File: config.mk
export PLATFORM = sky130hd
export DESIGN_NAME = div_clk_monitor
export DESIGN_NICKNAME = d
export VERILOG_FILES = /design/src/rtl/div_clk_monitor.sv
export SDC_FILE = /design/constraint.sdc
export NUM_CORES = 1
export LEC_CHECK = 0
export CAP_MARGIN = 20
export CORE_MARGIN = 2
export CORE_UTILIZATION = 64
export DETAILED_ROUTE_END_ITERATION = 10
export PLACE_DENSITY = 0.95
export SKIP_CTS_REPAIR_TIMING = 1
export SLEW_MARGIN = 30
export SYNTH_ARGS = -nofsm -noshare
export SYNTH_HDL_FRONTEND = slang
export SYNTH_SLANG_ARGS = --single-unit
File: constraint.sdc
create_clock -name clk -period 9.6 [get_ports clk]
set_clock_uncertainty 0.05 [all_clocks]
set_input_delay 1.92 -clock clk [delete_from_list [all_inputs] [get_ports clk]]
set_output_delay 1.92 -clock clk [all_outputs]
set_load 0.1 [all_outputs]
File: src/rtl/div_clk_monitor.sv
// Period/lock checker for a divided clock sampled in the fast clk domain.
// Optional duty-cycle checking and the duty_err port are enabled by DIV_CLK_MON_DUTY_EN.
module div_clk_monitor #(
    parameter int HALF_PERIOD = 32768,
    parameter int TOL         = 2,
    parameter int LOCK_CNT    = 4,
    parameter int CNT_W       = 18
) (
    input  logic             clk,
    input  logic             rst_n,
    input  logic             div_in,
    input  logic             fault_clr,
`ifdef DIV_CLK_MON_DUTY_EN
    output logic             duty_err,
`endif
    output logic [CNT_W-1:0] period,
    output logic             period_vld,
    output logic             locked,
    output logic             fault
);
    typedef enum logic [1:0] {IDLE, ACQ, LOCKED, FLT} state_t;

    localparam logic [CNT_W:0] NOM    = (CNT_W+1)'(2*HALF_PERIOD);
    localparam logic [CNT_W:0] HALF_W = (CNT_W+1)'(HALF_PERIOD);
    localparam logic [CNT_W:0] TOL_W  = (CNT_W+1)'(TOL);
    localparam logic [CNT_W:0] THRESH = (CNT_W+1)'(2*HALF_PERIOD+TOL+1);
    localparam logic [3:0]     LOCK_LAST = 4'(LOCK_CNT-1);

    // Comparisons run one bit wider than the counter so nothing wraps.
    function automatic logic in_tol(input logic [CNT_W:0] v, input logic [CNT_W:0] nom);
        logic [CNT_W:0] d;
        d = (v >= nom) ? v - nom : nom - v;
        return d <= TOL_W;
    endfunction

    logic             s1_q, s2_q, prev_q;
    logic             rise, clr, ref_edge, meas, tmo, per_ok, duty_ok, good;
    logic [CNT_W:0]   per_meas;
    state_t           state_q, state_d;
    logic [3:0]       gcnt_q, gcnt_d;
    logic [CNT_W-1:0] cnt_q, cnt_d, period_q, period_d;
    logic             vld_q, vld_d, locked_q, fault_q;

    assign rise     = s2_q & ~prev_q;
    assign per_meas = {1'b0, cnt_q} + (CNT_W+1)'(1);
    assign clr      = (state_q == FLT) && fault_clr;
    // An edge coinciding with a fault clear only restarts the measurement.
    assign ref_edge = (state_q == IDLE) || clr;
    assign meas     = rise && !ref_edge;
    assign per_ok   = in_tol(per_meas, NOM);
    assign tmo      = !rise && (state_q == ACQ || state_q == LOCKED) && (per_meas == THRESH);
    assign good     = per_ok && duty_ok;

`ifdef DIV_CLK_MON_DUTY_EN
    logic             fall, duty_err_q;
    logic [CNT_W-1:0] hi_q;
    logic [CNT_W:0]   lo_meas;

    assign fall    = ~s2_q & prev_q;
    assign lo_meas = per_meas - {1'b0, hi_q};
    assign duty_ok = in_tol({1'b0, hi_q}, HALF_W) && in_tol(lo_meas, HALF_W);

    always_ff @(posedge clk or negedge rst_n) begin
        if (!rst_n) begin
            hi_q       <= '0;
            duty_err_q <= 1'b0;
        end else begin
            if (fall) hi_q <= per_meas[CNT_W] ? '1 : per_meas[CNT_W-1:0];
            duty_err_q <= meas && !duty_ok;
        end
    end
    assign duty_err = duty_err_q;
`else
    assign duty_ok = 1'b1;
`endif

    always_comb begin
        state_d  = state_q;
        gcnt_d   = gcnt_q;
        period_d = period_q;
        vld_d    = 1'b0;
        cnt_d    = (cnt_q == {CNT_W{1'b1}}) ? cnt_q : cnt_q + CNT_W'(1);
        if (rise || clr) cnt_d = '0;
        if (meas) begin
            period_d = per_meas[CNT_W] ? '1 : per_meas[CNT_W-1:0];
            vld_d    = 1'b1;
        end
        case (state_q)
            IDLE: if (rise) begin
                state_d = ACQ;
                gcnt_d  = '0;
            end
            ACQ: begin
                if (meas && good) begin
                    if (gcnt_q == LOCK_LAST) state_d = LOCKED;
                    gcnt_d = gcnt_q + 4'd1;
                end else if ((meas && !good) || tmo) begin
                    gcnt_d = '0;
                end
            end
            LOCKED: if ((meas && !good) || tmo) state_d = FLT;
            FLT: if (fault_clr) begin
                state_d = rise ? ACQ : IDLE;
                gcnt_d  = '0;
            end
            default: state_d = IDLE;
        endcase
    end

    always_ff @(posedge clk or negedge rst_n) begin
        if (!rst_n) begin
            s1_q     <= 1'b0;
            s2_q     <= 1'b0;
            prev_q   <= 1'b0;
            state_q  <= IDLE;
            gcnt_q   <= '0;
            cnt_q    <= '0;
            period_q <= '0;
            vld_q    <= 1'b0;
            locked_q <= 1'b0;
            fault_q  <= 1'b0;
        end else begin
            s1_q     <= div_in;
            s2_q     <= s1_q;
            prev_q   <= s2_q;
            state_q  <= state_d;
            gcnt_q   <= gcnt_d;
            cnt_q    <= cnt_d;
            period_q <= period_d;
            vld_q    <= vld_d;
            // Status registered from next state so it lines up with period_vld.
            locked_q <= (state_d == LOCKED);
            fault_q  <= (state_d == FLT);
        end
    end

    assign period     = period_q;
    assign period_vld = vld_q;
    assign locked     = locked_q;
    assign fault      = fault_q;
endmodule

Word level (Yosys, flattened, before mapping) --
Index checks and enable logic that the tools add are counted.
Operators by class: add/subtract/negate cells 5, multipliers 0, divide/modulo/power cells 0, magnitude comparators 2, eq/ne operators 12, shift operators 0, muxes and demuxes 17, bitwise logic cells 2, reductions and logical operators 16
Operators with widths (number):
- two-way mux 18 bit | 3
- adder 18 x 1 -> 19 bit (second input constant) | 1
- equality test 19 x 17 -> 1 bit (second input constant) | 1
- >= comparator 19 x 17 -> 1 bit (second input constant) | 1
- <= comparator 19 x 2 -> 1 bit (second input constant) | 1
- two-way mux 19 bit | 1
- subtractor 17 x 19 -> 19 bit (first input constant) | 1
- subtractor 19 x 17 -> 19 bit (second input constant) | 1
- adder 18 x 1 -> 18 bit (second input constant) | 1
- equality test 18 bit (second input constant) | 1
- two-way mux 4 bit | 4
- case mux 4 bit (3 select lines) | 1
- two-way mux 2 bit | 5
- equality test 2 bit (second input constant) | 4
- case mux 2 bit (4 select lines) | 1
- logical AND 1 bit | 6
- adder 4 x 1 -> 4 bit (second input constant) | 1
- equality test 4 x 2 -> 1 bit (second input constant) | 1
- logical OR 1 bit | 4
- inequality test 2 bit (second input constant) | 2
- AND reduction 4 bit | 1
- zero test 1 bit | 3
- inequality test 3 x 1 -> 1 bit (second input constant) | 1
- nonzero test 3 bit | 1
- other kinds (6) | 7
Word-level totals: flip-flop bits (word level) 48, bits in latches 0, bits in writable memories 0, bits in read-only memories 0, output and inout port bits 21, logic and storage cells 64, memories kept 0

Depth between registers and ports, before layout --
Gate-level depths: netlist (run 1).
depth after elaboration 10, depth in mapped cells 17, mapped depth without buffers 15

Least setup slack after synthesis (run 1) --
No wires, ideal clock.
kind flip-flop to flip-flop, start point register cnt_q[1], end point register fault_q, in the netlist fault, setup time 0.120 ns, data arrival time 3.305 ns, data required time 9.430 ns, path slack 6.125 ns, cell stages (with the launch flop) 18, clock period less this slack 3.475 ns, cells stage by stage dfrtp_1 ha_1 buf_2 nand3_1 nor4_4 xnor2_1 inv_1 ha_1 nand2_1 mux2i_1 and4_4 a21o_1 mux2i_1 xnor2_1 and4_1 buf_6 a41o_1 and3_1
Between the ends: word-level cells in the longest chain between the ends 10, elaborated cells on any way between the ends 16
RTL lines:
- start: declaration | RTL line 41 | logic [CNT_W-1:0] cnt_q, cnt_d, period_q, period_d;
- start signal: assignment | RTL line 128 | cnt_q <= cnt_d;
- adder 18 x 1 -> 19 bit (*) | RTL line 45 | assign per_meas = {1'b0, cnt_q} + (CNT_W+1)'(1);
- subtractor 17 x 19 -> 19 bit, or another cell as far along | RTL line 32 | d = (v >= nom) ? v - nom : nom - v;
- two-way mux 19 bit | RTL line 32
- <= comparator 19 x 2 -> 1 bit | RTL line 33 | return d <= TOL_W;
- zero test 1 bit | RTL line 101 | LOCKED: if ((meas && !good) || tmo) state_d = FLT;
- logical AND 1 bit | RTL line 101
- logical OR 1 bit | RTL line 101
- two-way mux 2 bit | RTL line 101
- case mux 2 bit (4 select lines) (*) | RTL line 88 | case (state_q)
- equality test 2 bit (*) | RTL line 133 | fault_q <= (state_d == FLT);
- end signal: assignment | RTL line 133
- end: declaration | RTL line 42 | logic vld_q, vld_d, locked_q, fault_q;
Every way passes the cells marked *; elsewhere a longest branch is shown, timed or not. A chain may end at the register's enable or synchronous reset.

Worst setup path in the final report (run 1) --
start point register cnt_q[0], end point register locked_q, in the netlist locked
Between the ends: word-level cells in the longest chain between the ends 10, elaborated cells on any way between the ends 16
RTL lines:
- adder 18 x 1 -> 19 bit (*) | RTL line 45
- subtractor 17 x 19 -> 19 bit, or another cell as far along | RTL line 32
- two-way mux 19 bit | RTL line 32
- <= comparator 19 x 2 -> 1 bit | RTL line 33
- zero test 1 bit | RTL line 101
- logical AND 1 bit | RTL line 101
- logical OR 1 bit | RTL line 101
- two-way mux 2 bit | RTL line 101
- case mux 2 bit (4 select lines) (*) | RTL line 88
- equality test 2 bit (*) | RTL line 132 | locked_q <= (state_d == LOCKED);
- end signal: assignment | RTL line 132
- end: declaration | RTL line 42
Marks and branches as above.

==> results.tsv, run 1 <==
metric	value	unit
io_buffers	24	
grt_pass1_wl	12.6	mm
worstHoldPathType	reg2reg	
max_slew_margin	32.9	%
postSynthAreaPerCell	8.62	um2
outcome	finished, final reports clean	
clk_latency	0.31	ns
yosys.area.top_type	dfrtp_1	
die_y	75.7	um
vias_per_cell	6.37	
synth_seq_area_share	36.5	%
synth_flop_cell	dfrtp_1	
synth-edff-count	0	
setup_violations	0	
start_util	65.3	%
period_share	43.5	%
clockBufferDepth	2	
wire_per_inst	17.4	um
report.final.slew_viol_count	0	
cp_max_fo	12	
synth_top_area_share	36.5	%
die_x	75.7	um
p_leak	1.46	nW
nets	403	
p_per_area	261	mW/mm2
pin_count	25	
hold_viol_final	0	
cts_tree	built	
routed_wl	7.99	mm
vdd_drop_max	0.205	mV
dp_slack	5.49	ns
synth_warnings	0	
cts_buffers	5	
drcViolationCount	0	
critical-path-slowest-cell	dfrtp_1	
synth.distinct_cells	57	
grt_pass1_vias	2596	
fin_util	71.5	%
drt_first_pass_iters	5	
max_freq	0.239	GHz
h-tree-depth	2	
syn_nets	397	
register_area	0.00120	mm2
cts.sinks	48	
drive_gt1_share	6.17	%
num_vias	2922	
drt_iter0_markers	417	
ys_ff_latch	48	
syn_inst	382	
min_period	4.18	ns
min_from	s1_q	
dp_hpwl	5.77	mm
crit_top_cell	ha_1	
endpoint_kind	register	
final_common_cell	dfrtp_1	
core	0.00504	mm2
critPathMaxStageDelay	0.57	ns
crit-reg2reg-launch	cnt_q[0]	
crit_required	9.77	ns
worstMarginPinSlew	0.978	ns
root_buffer	clkbuf_8	
path_class	reg2reg	
antenna_left	0	
crit_arrival	4.35	ns
gp_congestion	1.08	
grt_max_degree	49	
cap_violations	0	
start_kind	register	
grt_remaining_overflow	0	
rsz0062_at_grt	false	
cp-startpoint	cnt_q[0]	
fin_setup_tns	0	ns
grt_usage	29.4	%
path_cells	ha_1, nand3_1, nor4_4, xnor2_1, inv_1, ha_1, nand2_1, mux2i_1, and4_4, a21o_1, a21oi_1, nor4_1, and4_1, a41oi_1, nor3_1	
fin_ws	5.42	ns
syn_to_final_growth	9.50	%
most-common-layout-cells	dfrtp_1, nor2_1, nand2_1, clkdlybuf4s50_1	
path_clk_slew	0.09	ns
ys_top_cells_by_area	dfrtp_1, xnor2_1, nor2_1	
die_area	0.00573	mm2
synthArstFlopShare	100	%
antenna_found_initial	0	
fillers	402	
rows	26	
multi_input_area	0.00191	mm2
n_antenna_cell	0	
syn_area	0.00329	mm2
finalPower	0.000942	W
final cells by class:
type                            instances  share of cell area [%]
Multi-Input combinational cell        296                    53.1
Sequential cell                        48                    33.3
Timing Repair Buffer                   24                    6.59
Tap cell                               70                    2.43
Clock buffer                            5                    1.91
Inverter                               13                    1.35
Clock inverter                          3                    1.28
registers in the layout (all words and copies together), names as in the netlist:
signal and flops:
fault 1, locked 1, gcnt_q 4, period 18, state_q 2, cnt_q 18
s1_q 1, period_vld 1, prev_q 1, s2_q 1
Yosys cell counts, types with 5 or more instances:
cell / n
dfrtp_1: 48
nor2_1: 47
nand2_1: 35
o21ai_0: 22
xnor2_1: 22
a21oi_1: 18
a31oi_1: 14
inv_1: 12
nand3_1: 12
ha_1: 11
nor3_1: 11
clkbuf_1: 10
buf_2: 9
nand4_1: 9
and2_1: 7
xor2_1: 6
a211oi_1: 5
mux2i_1: 5
nand2b_1: 5
nor4_1: 5
o22ai_1: 5
final timing paths:
kind	endpoint	slack (ns)	depth (start not counted)
worst min register to register	s2_q	0.31	0
worst max register to register	locked	5.42	15
worst min-delay path	s2_q	0.31	0
min in group asynchronous	period[10]	1.56	1
max in group asynchronous	cnt_q[13]	7.55	1
worst max-delay path	locked	5.42	15
worst max-delay path, delay by kind of cell (launching register included):
kind	cells	cell delay (ns)
multiplexers	1	0.25
adder cells (fa/ha/maj)	2	0.62
flip-flops	1	0.57
AO/OA/AOI/OAI	3	0.49
AND/OR/NAND/NOR	7	1.80
XOR/XNOR	1	0.23
buffers and inverters	1	0.10
stage by stage:
step	hold slack, ns	area, um2	std cells
2_1_floorplan	0.281	3290	382
3_3_place_gp	0.284	3490	451
3_5_place_dp	0.291	3490	451
4_1_cts	0.312	3600	459
5_1_grt	0.317	3600	459
6_report	0.310	3600	459
report_power, final:
group | leakage [nW] | switching (W) | internal, W
registers | 0.630 | 0.0000409 | 0.000241
clock network | 0.0548 | 0.0000704 | 0.0000785
logic | 0.780 | 0.000368 | 0.000143
total | 1.46 | 0.000480 | 0.000462
kinds of logic after synthesis:
family | after synthesis | share of synthesized area, %
AOI/OAI and AO/OA | 96 | 19.3
xor gates and xnor gates | 28 | 7.45
adders and majority gates | 11 | 4.18
buffers and inverters | 38 | 5.36
DFF | 48 | 36.5
muxes | 5 | 1.52
and+or+nand+nor | 156 | 25.7
metal layers:
metal | vias up | GRT usage (%) | wire, um
li1 | 1391 | - | -
met1 | 1385 | 40.6 | 3530
met2 | 120 | 44.5 | 3670
met3 | 26 | 5.95 | 539
met4 | 0 | 13.6 | 259
met5 | - | 0 | 0
Power figures use the tool's default switching activity.
==> run 2: changes to the inputs <==
Settings changed: CORE_UTILIZATION 64 to 59, PLACE_DENSITY 0.95 to 0.91.
Clock period 9.6 ns to 4.09 ns, I/O delays scaled along.
==> results.tsv, run 2 (synthesized netlist as in run 1, its figures left out) <==
metric	value	unit
setup_violations	0	
cts.sinks	48	
min_period	3.81	ns
start_kind	register	
cts_buffers	5	
grt_pass1_wl	14.4	mm
worstRegToRegCells	10	
path_clk_slew	0.09	ns
fin_ws	0.279	ns
cp_max_fo	11	
min_from	s1_q	
dp_hpwl	6.25	mm
routed_wl	8.62	mm
vdd_drop_max	0.477	mV
report.final.slew_viol_count	0	
path_class	reg2reg	
period_share	93.2	%
wire_per_inst	17.9	um
h-tree-depth	2	
core	0.00544	mm2
num_vias	3062	
cap_violations	0	
antenna_found_initial	0	
die_y	78.7	um
finalPower	0.00221	W
crit-reg2reg-launch	cnt_q[2]	
drt_iter0_markers	281	
final_common_cell	nor2_1	
final_cell_area	0.00373	mm2
nets	422	
worstMarginPinSlew	0.975	ns
rrSetupSlack	0.28	ns
place_area	0.00363	mm2
r2r-end	locked	
fillers	465	
dp_slack	0.212	ns
grt_usage	29.6	%
endpoint_kind	register	
vias_per_cell	6.38	
p_leak	1.54	nW
drt_first_pass_iters	5	
min_to	s2_q	
max_slew_margin	34.8	%
root_buffer	clkbuf_8	
antenna_left	0	
whs	0.317	ns
whs_path_depth	0	
start_util	60.5	%
rows	27	
die_area	0.00619	mm2
syn_to_final_growth	13.5	%
clk_latency	0.30	ns
cts_tree	built	
crit_arrival	3.97	ns
clockBufferDepth	2	
p_per_area	591	mW/mm2
gp_congestion	0.925	
outcome	finished, final reports clean	
io_buffers	24	
grt_remaining_overflow	0	
max_freq	0.262	GHz
worstHoldPathType	reg2reg	
grt_pass1_vias	2852	
grt_max_degree	49	
n_antenna_cell	0	
pin_count	25	
die_x	78.7	um
hold_viol_final	0	
drcViolationCount	0	
drive_gt1_share	11.5	%
most-common-layout-cells	nor2_1, dfrtp_1, nand2_1, clkdlybuf4s50_1	
crit_required	4.25	ns
==> run 2: changes by cell type in the layout (fill, tap and decap cells not counted), sizes merged <==
cell,previous run,this run
buf,1,20
clkbuf,5,7
bufinv,1,0
inv,14,13
==> run 2: power by group <==
part	leakage [nW]	switching, W	internal [W]
clock network	0.0445	0.000159	0.000138
logic	0.872	0.000899	0.000368
registers	0.623	0.0000759	0.000566
==> run 2: worst max path at each step <==
| stage | cells after the start | startpoint | end |
|---|---|---|---|
| after global placement | 14 | cnt_q[8] | locked |
| final | 10 | cnt_q[2] | locked |
| after CTS | 14 | cnt_q[8] | locked |
| after floorplan | 17 | cnt_q[1] | fault |
| after detailed placement | 14 | cnt_q[8] | locked |
| after global routing | 14 | cnt_q[9] | locked |
==> run 2: per-layer routing <==
layer	routed length, um	GRT usage (%)	share of wire, %	up-vias
met1	3860	41.5	45	1461
li1	-	-	-	1427
met3	604	6.48	7.0	26
met5	0	0	0	-
met2	3990	46.9	46	148
met4	159	7.19	1.8	0
==> run 2: stage by stage <==
stage | TNS [ns] | std cells | utilization, %
after floorplan | 0 | 382 | -
after global placement | 0 | 472 | 66.8
after detailed placement | 0 | 472 | 66.8
after CTS | 0 | 480 | 68.6
after global routing | -0.0108 | 480 | 68.7
final | 0 | 480 | 68.7
==> run 2: final cells by class <==
class	instances	area (um2)	area share (%)
clock buffers	7	86.3	2.31
clock inverters	1	7.51	0.201
inverters	13	48.8	1.31
multi-input cells	296	1920	51.3
flip-flops and latches	48	1210	32.3
well taps	72	90.1	2.41
repair buffers	43	380	10.2
==> run 2: critical path, cell delays in order (launching register included) <==
cell and delay (ns):
dfrtp_1 0.55, and3_1 0.41, a2111oi_0 0.57, o21ai_1 0.29, nor2_1 0.32, a41oi_1 0.19, xnor2_1 0.16, o41ai_1 0.38
and4_2 0.41, a41oi_1 0.17, nor3_1 0.21
==> RTL change 1: new RTL, config.mk and constraints of run 2 <==
Compare `gcnt_q` against `LOCK_LAST` with >= in place of ==.
--- a/src/rtl/div_clk_monitor.sv
+++ b/src/rtl/div_clk_monitor.sv
@@ -92,7 +92,7 @@
             end
             ACQ: begin
                 if (meas && good) begin
-                    if (gcnt_q == LOCK_LAST) state_d = LOCKED;
+                    if (gcnt_q >= LOCK_LAST) state_d = LOCKED;
                     gcnt_d = gcnt_q + 4'd1;
                 end else if ((meas && !good) || tmo) begin
                     gcnt_d = '0;
Formal check against the unedited RTL: no difference found for any inputs over 10 cycles, from zero or initial values and one cycle with rst_n low; that may be too few to reach the edited logic, so the function may still have changed.
==> RTL change 1 against run 2 <==
- core utilization down 1.3 points
- wire length grew 11%
- sequential share of layout area is 1.9 points lower
- final area up 6.1%
- area after synthesis increased by 8.4%
- count of clock-buffer cells in the layout fell by 2
- sequential cell count stayed put
- setup slack got worse by 150 ps
- global-route usage up 0.35 points
- largest cell class unchanged
Power is not compared: it rests on default switching activity, and its combinational part moved more than twofold at a synthesized area within 25%.
==> RTL change 1: results (changes against run 2) <==
----------------------------------------------------
[Status]
  Result of the run ... finished, final reports clean

[Critical path]
  Critical Path Fanout Max ... 10 (-1)
  Slowest cell delay on critical path ... 630 ps (+60 ps)
  Logic depth of the worst register-to-register path ... 12 (+2)
  Source of the worst register-to-register timing path ... cnt_q[9]
  Reg-to-reg slack, setup ... 120 ps (-150 ps)

[Place]
  Pre-CTS WS ... 322.8 ps (+111.2 ps)
  Number of instances in the placed design ... 482 (+2.1%)
  Post-DP HPWL ... 6825 um (+9.2%)
  Placer Congestion ... 0.9488 (+2.6%)

[Synthesis]
  Cells taking the most area after synthesis ... sky130_fd_sc_hd__dfrtp_1 34%, sky130_fd_sc_hd__nor2_1 6.3%, sky130_fd_sc_hd__ha_1 3.9%
  Nets in the synthesized netlist ... 410 (+3.3%)
  Sequential element share of the synthesized area ... 33.66% (-2.8 points)
  Distinct cell type count of the synthesized netlist ... 75 (+32%)

[Route]
  Met3 wire length ... 812 um (+34%)
  DRT met1 WL ... 3776 um (-2.2%)
  DR vias ... 3312 (+8.2%)
  Average routed wire per standard cell ... 19.47 um (+8.5%)
  Routed length on met2 ... 4469 um (+12%)

[GRT]
  Via count of the first global-routing pass ... 3069 (+7.6%)
  Global-route wire length before repair ... 15210 um (+5.8%)
  Met2 Resource Use GR ... 48.46% (+1.5 points)
  Met1 GRT Util ... 38.57% (-2.9 points)

[Finish]
  Number of filler cells placed in the layout ... 425 (-8.6%)
  Final cell count without fillers ... 489 (+1.9%)
  Count of nets after finishing ... 429 (+1.7%)

----------------------------------------------------
-- RTL change 1: changes by cell type in the layout (fill, tap and decap cells not counted), sizes merged, moves of 5 or more --
cell	run 2	this run
xnor2	22	10
a21oi	18	25
nand2	35	30
nor2	47	61
o21ai	25	8
nor3b	0	5
buf	20	14
a31oi	14	6
-- RTL change 1: cell type report --
class	count	share of cell area (%)
flip-flops and latches	48	30.37
well taps	75	2.367
clock inverters	2	1.515
repair buffers	37	8.460
inverters	12	1.136
clock buffers	5	1.736
multi-input cells	310	54.42
-- RTL change 1: power breakdown --
group / total, W / internal [W] / switching [W]
Sequential: 0.000563 / 0.000517 / 0.0000461
Combinational: 0.000603 / 0.000181 / 0.000422
Clock: 0.000404 / 0.000241 / 0.000163
-- RTL change 1: cells by family (layout without fill, tap and decap cells) --
logic type,after synthesis,count (layout),synth area share (%)
mux,7,7,1.964
simple gates,193,193,33.21
buf+inv,37,56,6.382
xor+xnor,19,19,5.084
flops,48,48,33.66
compound gates,80,80,15.85
fa+ha+maj,11,11,3.857
==> RTL change 2: new RTL, settings of run 2 <==
Made on the original files. The parameter `CNT_W` goes from 18 to 20.
--- a/src/rtl/div_clk_monitor.sv
+++ b/src/rtl/div_clk_monitor.sv
@@ -4,7 +4,7 @@
     parameter int HALF_PERIOD = 32768,
     parameter int TOL         = 2,
     parameter int LOCK_CNT    = 4,
-    parameter int CNT_W       = 18
+    parameter int CNT_W       = 20
 ) (
     input  logic             clk,
     input  logic             rst_n,
Ports: changed (resized period); port bits go from 25 to 27. No check against the original RTL was run, so the function may have changed too.
==> RTL change 2 against run 2 <==
- fmax is 2.9% lower
- sequential cell count is 4 higher
- setup slack worse by 110 ps
- die area is 2.1% higher
- area after synthesis is 2.2% higher
- final area is 3.8% higher
- wire length is 1.4% lower
- critical path type unchanged
- critical endpoint is now gcnt_q[3]
- largest cell class unchanged
Power is not compared: it rests on default switching activity, and its combinational part moved more than twofold at a synthesized area within 25%.
==> RTL change 2: results (changes against run 2) <==
----------------------------------------------------
[GRT]
  Via count of the first global-routing pass ... 2989 (+4.8%)
  Global routing usage summed across all routing layers ... 28.61% (-0.98 points)
  Pin count of the biggest net entering global routing ... 53 (+8.2%)
  Global-route wire length before repair ... 14320 um (-0.33%)
  Number of antenna violations at the first check in global routing ... 0 (unchanged)

[Place]
  Placer Congestion ... 0.9831 (+6.3%)
  Post-DP HPWL ... 6081 um (-2.7%)
  IO buf count ... 26 (+8.3%)
  Pre-CTS WS ... 188.0 ps (-23.56 ps)

[Power and ir drop]
  Static leakage ... 1.675 nW
  Worst VDD drop ... roughly 0.29 mV

[Synthesis]
  Post-synth top cells ... 52 x sky130_fd_sc_hd__dfrtp_1, 45 x sky130_fd_sc_hd__nand2_1, 44 x sky130_fd_sc_hd__nor2_1
  Primary flip-flop cell chosen by synthesis mapping ... sky130_fd_sc_hd__dfrtp_1
  Cells taking the most area after synthesis ... sky130_fd_sc_hd__dfrtp_1 39%, sky130_fd_sc_hd__nand2_1 5.0%, sky130_fd_sc_hd__nor2_1 4.9%
  Number of warning messages in the yosys log ... 0 (unchanged)
  Async set-or-reset flop fraction in the synthesized netlist ... 100.0% (unchanged)
  Top-count cell post-synth ... sky130_fd_sc_hd__dfrtp_1
  Nets in the synthesized netlist ... 407 (+2.5%)
  Sequential element share of the synthesized area ... 38.66% (+2.2 points)
  Post-synth EDFFs ... 0 (unchanged)
  Distinct cell type count of the synthesized netlist ... 63 (+11%)

[Route]
  First-pass detailed-route iteration total ... 5 (unchanged)
  Via-per-instance ratio ... 6.405 (+0.41%)
  Starting DRT DRC Count ... 335 (+19%)
  Average routed wire per standard cell ... 17.30 um (-3.6%)

[Finish]
  Fraction of layout instances using a drive strength above 1 ... 11.22% (-0.30 points)
  Count of nets after finishing ... 433 (+2.6%)
  Final antenna diode count ... 0 (unchanged)

[Critical path]
  Critical Path Fanout Max ... 7 (-4)
  Source of the worst register-to-register timing path ... cnt_q[0]
  Arrival time worst endpoint ... 4100 ps (+130 ps)
  Classification of the worst setup path ... reg2reg

[Worst hold path]
  Class of the worst hold path ... reg2reg
  Startpoint of the lowest-slack hold path ... s1_q

[Clock network]
  Htree depth ... 2 (unchanged)
  Number of buffers added by the clock tree synthesis step ... 5 (unchanged)
  Maximum clock path buffer count ... 2 (unchanged)
  Clock Latency Late Sink ... 310 ps
  Clock transition at the registers of the reported paths ... 100 ps
  Root Buffer Master ... sky130_fd_sc_hd__clkbuf_8

[STA]
  Worst max-slew margin expressed relative to the limit ... 34.03% (-0.79 points)

[Status]
  Result of the run ... finished, final reports clean

----------------------------------------------------
-- RTL change 2: cell types whose count changed in the layout (fill, tap and decap cells not counted), sizes merged, moves of 5 or more --
cell | before | now
a21oi | 18 | 11
xor2 | 6 | 13
nand2 | 35 | 45
nand3 | 13 | 22
xnor2 | 22 | 12
nand4 | 12 | 7
a31oi | 14 | 7
nor4 | 8 | 14
-- RTL change 2: power by group --
part	leakage [nW]	switching [W]	total [W]	internal (W)
registers	0.691	0.0000274	0.000576	0.000549
logic	0.919	0.000342	0.000496	0.000154
clock network	0.0645	0.000171	0.000387	0.000216
total	1.67	0.000540	0.00146	0.000918
-- RTL change 2: worst paths after layout --
check | end | slack, ps | cells past startpoint
max | gcnt_q[3] | 170 | 13
max in group asynchronous | cnt_q[6] | 3070 | 1
min reg2reg | s2_q | 310 | 0
min in group asynchronous | period[2] | 470 | 1
min | s2_q | 310 | 0
max reg2reg | gcnt_q[3] | 170 | 13
-- RTL change 2: cell families (layout without fill, tap and decap cells) --
family          count (synthesis)  in the layout  synth area share [%]
flops                          52             52                 38.66
compound gates                 79             79                 15.61
mux                             6              6                 1.822
fa+ha+maj                      11             11                 4.089
xor+xnor                       25             25                 6.506
buf+inv                        37             64                 4.684
simple gates                  182            182                 28.63
-- RTL change 2: per-stage QoR --
stage	hold WS [ps]	instance area (um2)	cells
after global routing	327.4	3876	491
after CTS	313.9	3847	490
final	308.9	3876	491
after detailed placement	293.6	3721	482
after floorplan	281.2	3366	392
after global placement	282.3	3719	482
-- RTL change 2: area by class of cell --
type | count | area, um2
clock buffers | 7 | 96.34
clock inverters | 1 | 30.03
fillers | 437 | 1630
inverters | 14 | 52.55
multi-input cells | 303 | 1926
flip-flops and latches | 52 | 1304
well taps | 72 | 90.09
repair buffers | 42 | 377.9
-- RTL change 2: critical path: stages (launching register included) --
cell and delay (ps):
sky130_fd_sc_hd__dfrtp_1 380, sky130_fd_sc_hd__ha_1 190, sky130_fd_sc_hd__nand4_1 100, sky130_fd_sc_hd__buf_4 190, sky130_fd_sc_hd__or4_4 500, sky130_fd_sc_hd__or3_1 400
sky130_fd_sc_hd__and2_4 200, sky130_fd_sc_hd__and4_1 250, sky130_fd_sc_hd__or3_1 400, sky130_fd_sc_hd__a21oi_1 150, sky130_fd_sc_hd__nand4_1 210, sky130_fd_sc_hd__nor4_4 410
sky130_fd_sc_hd__nand4_2 190, sky130_fd_sc_hd__o22ai_1 230
-- RTL change 2: metal layers --
| metal | wire length [um] | vias up | track usage [%] |
|---|---|---|---|
| met5 | 0 | - | 0 |
| met4 | 299 | 0 | 12.07 |
| met3 | 576 | 30 | 4.638 |
| met2 | 4003 | 165 | 44.62 |
| met1 | 3613 | 1491 | 39.56 |
| li1 | - | 1459 | - |
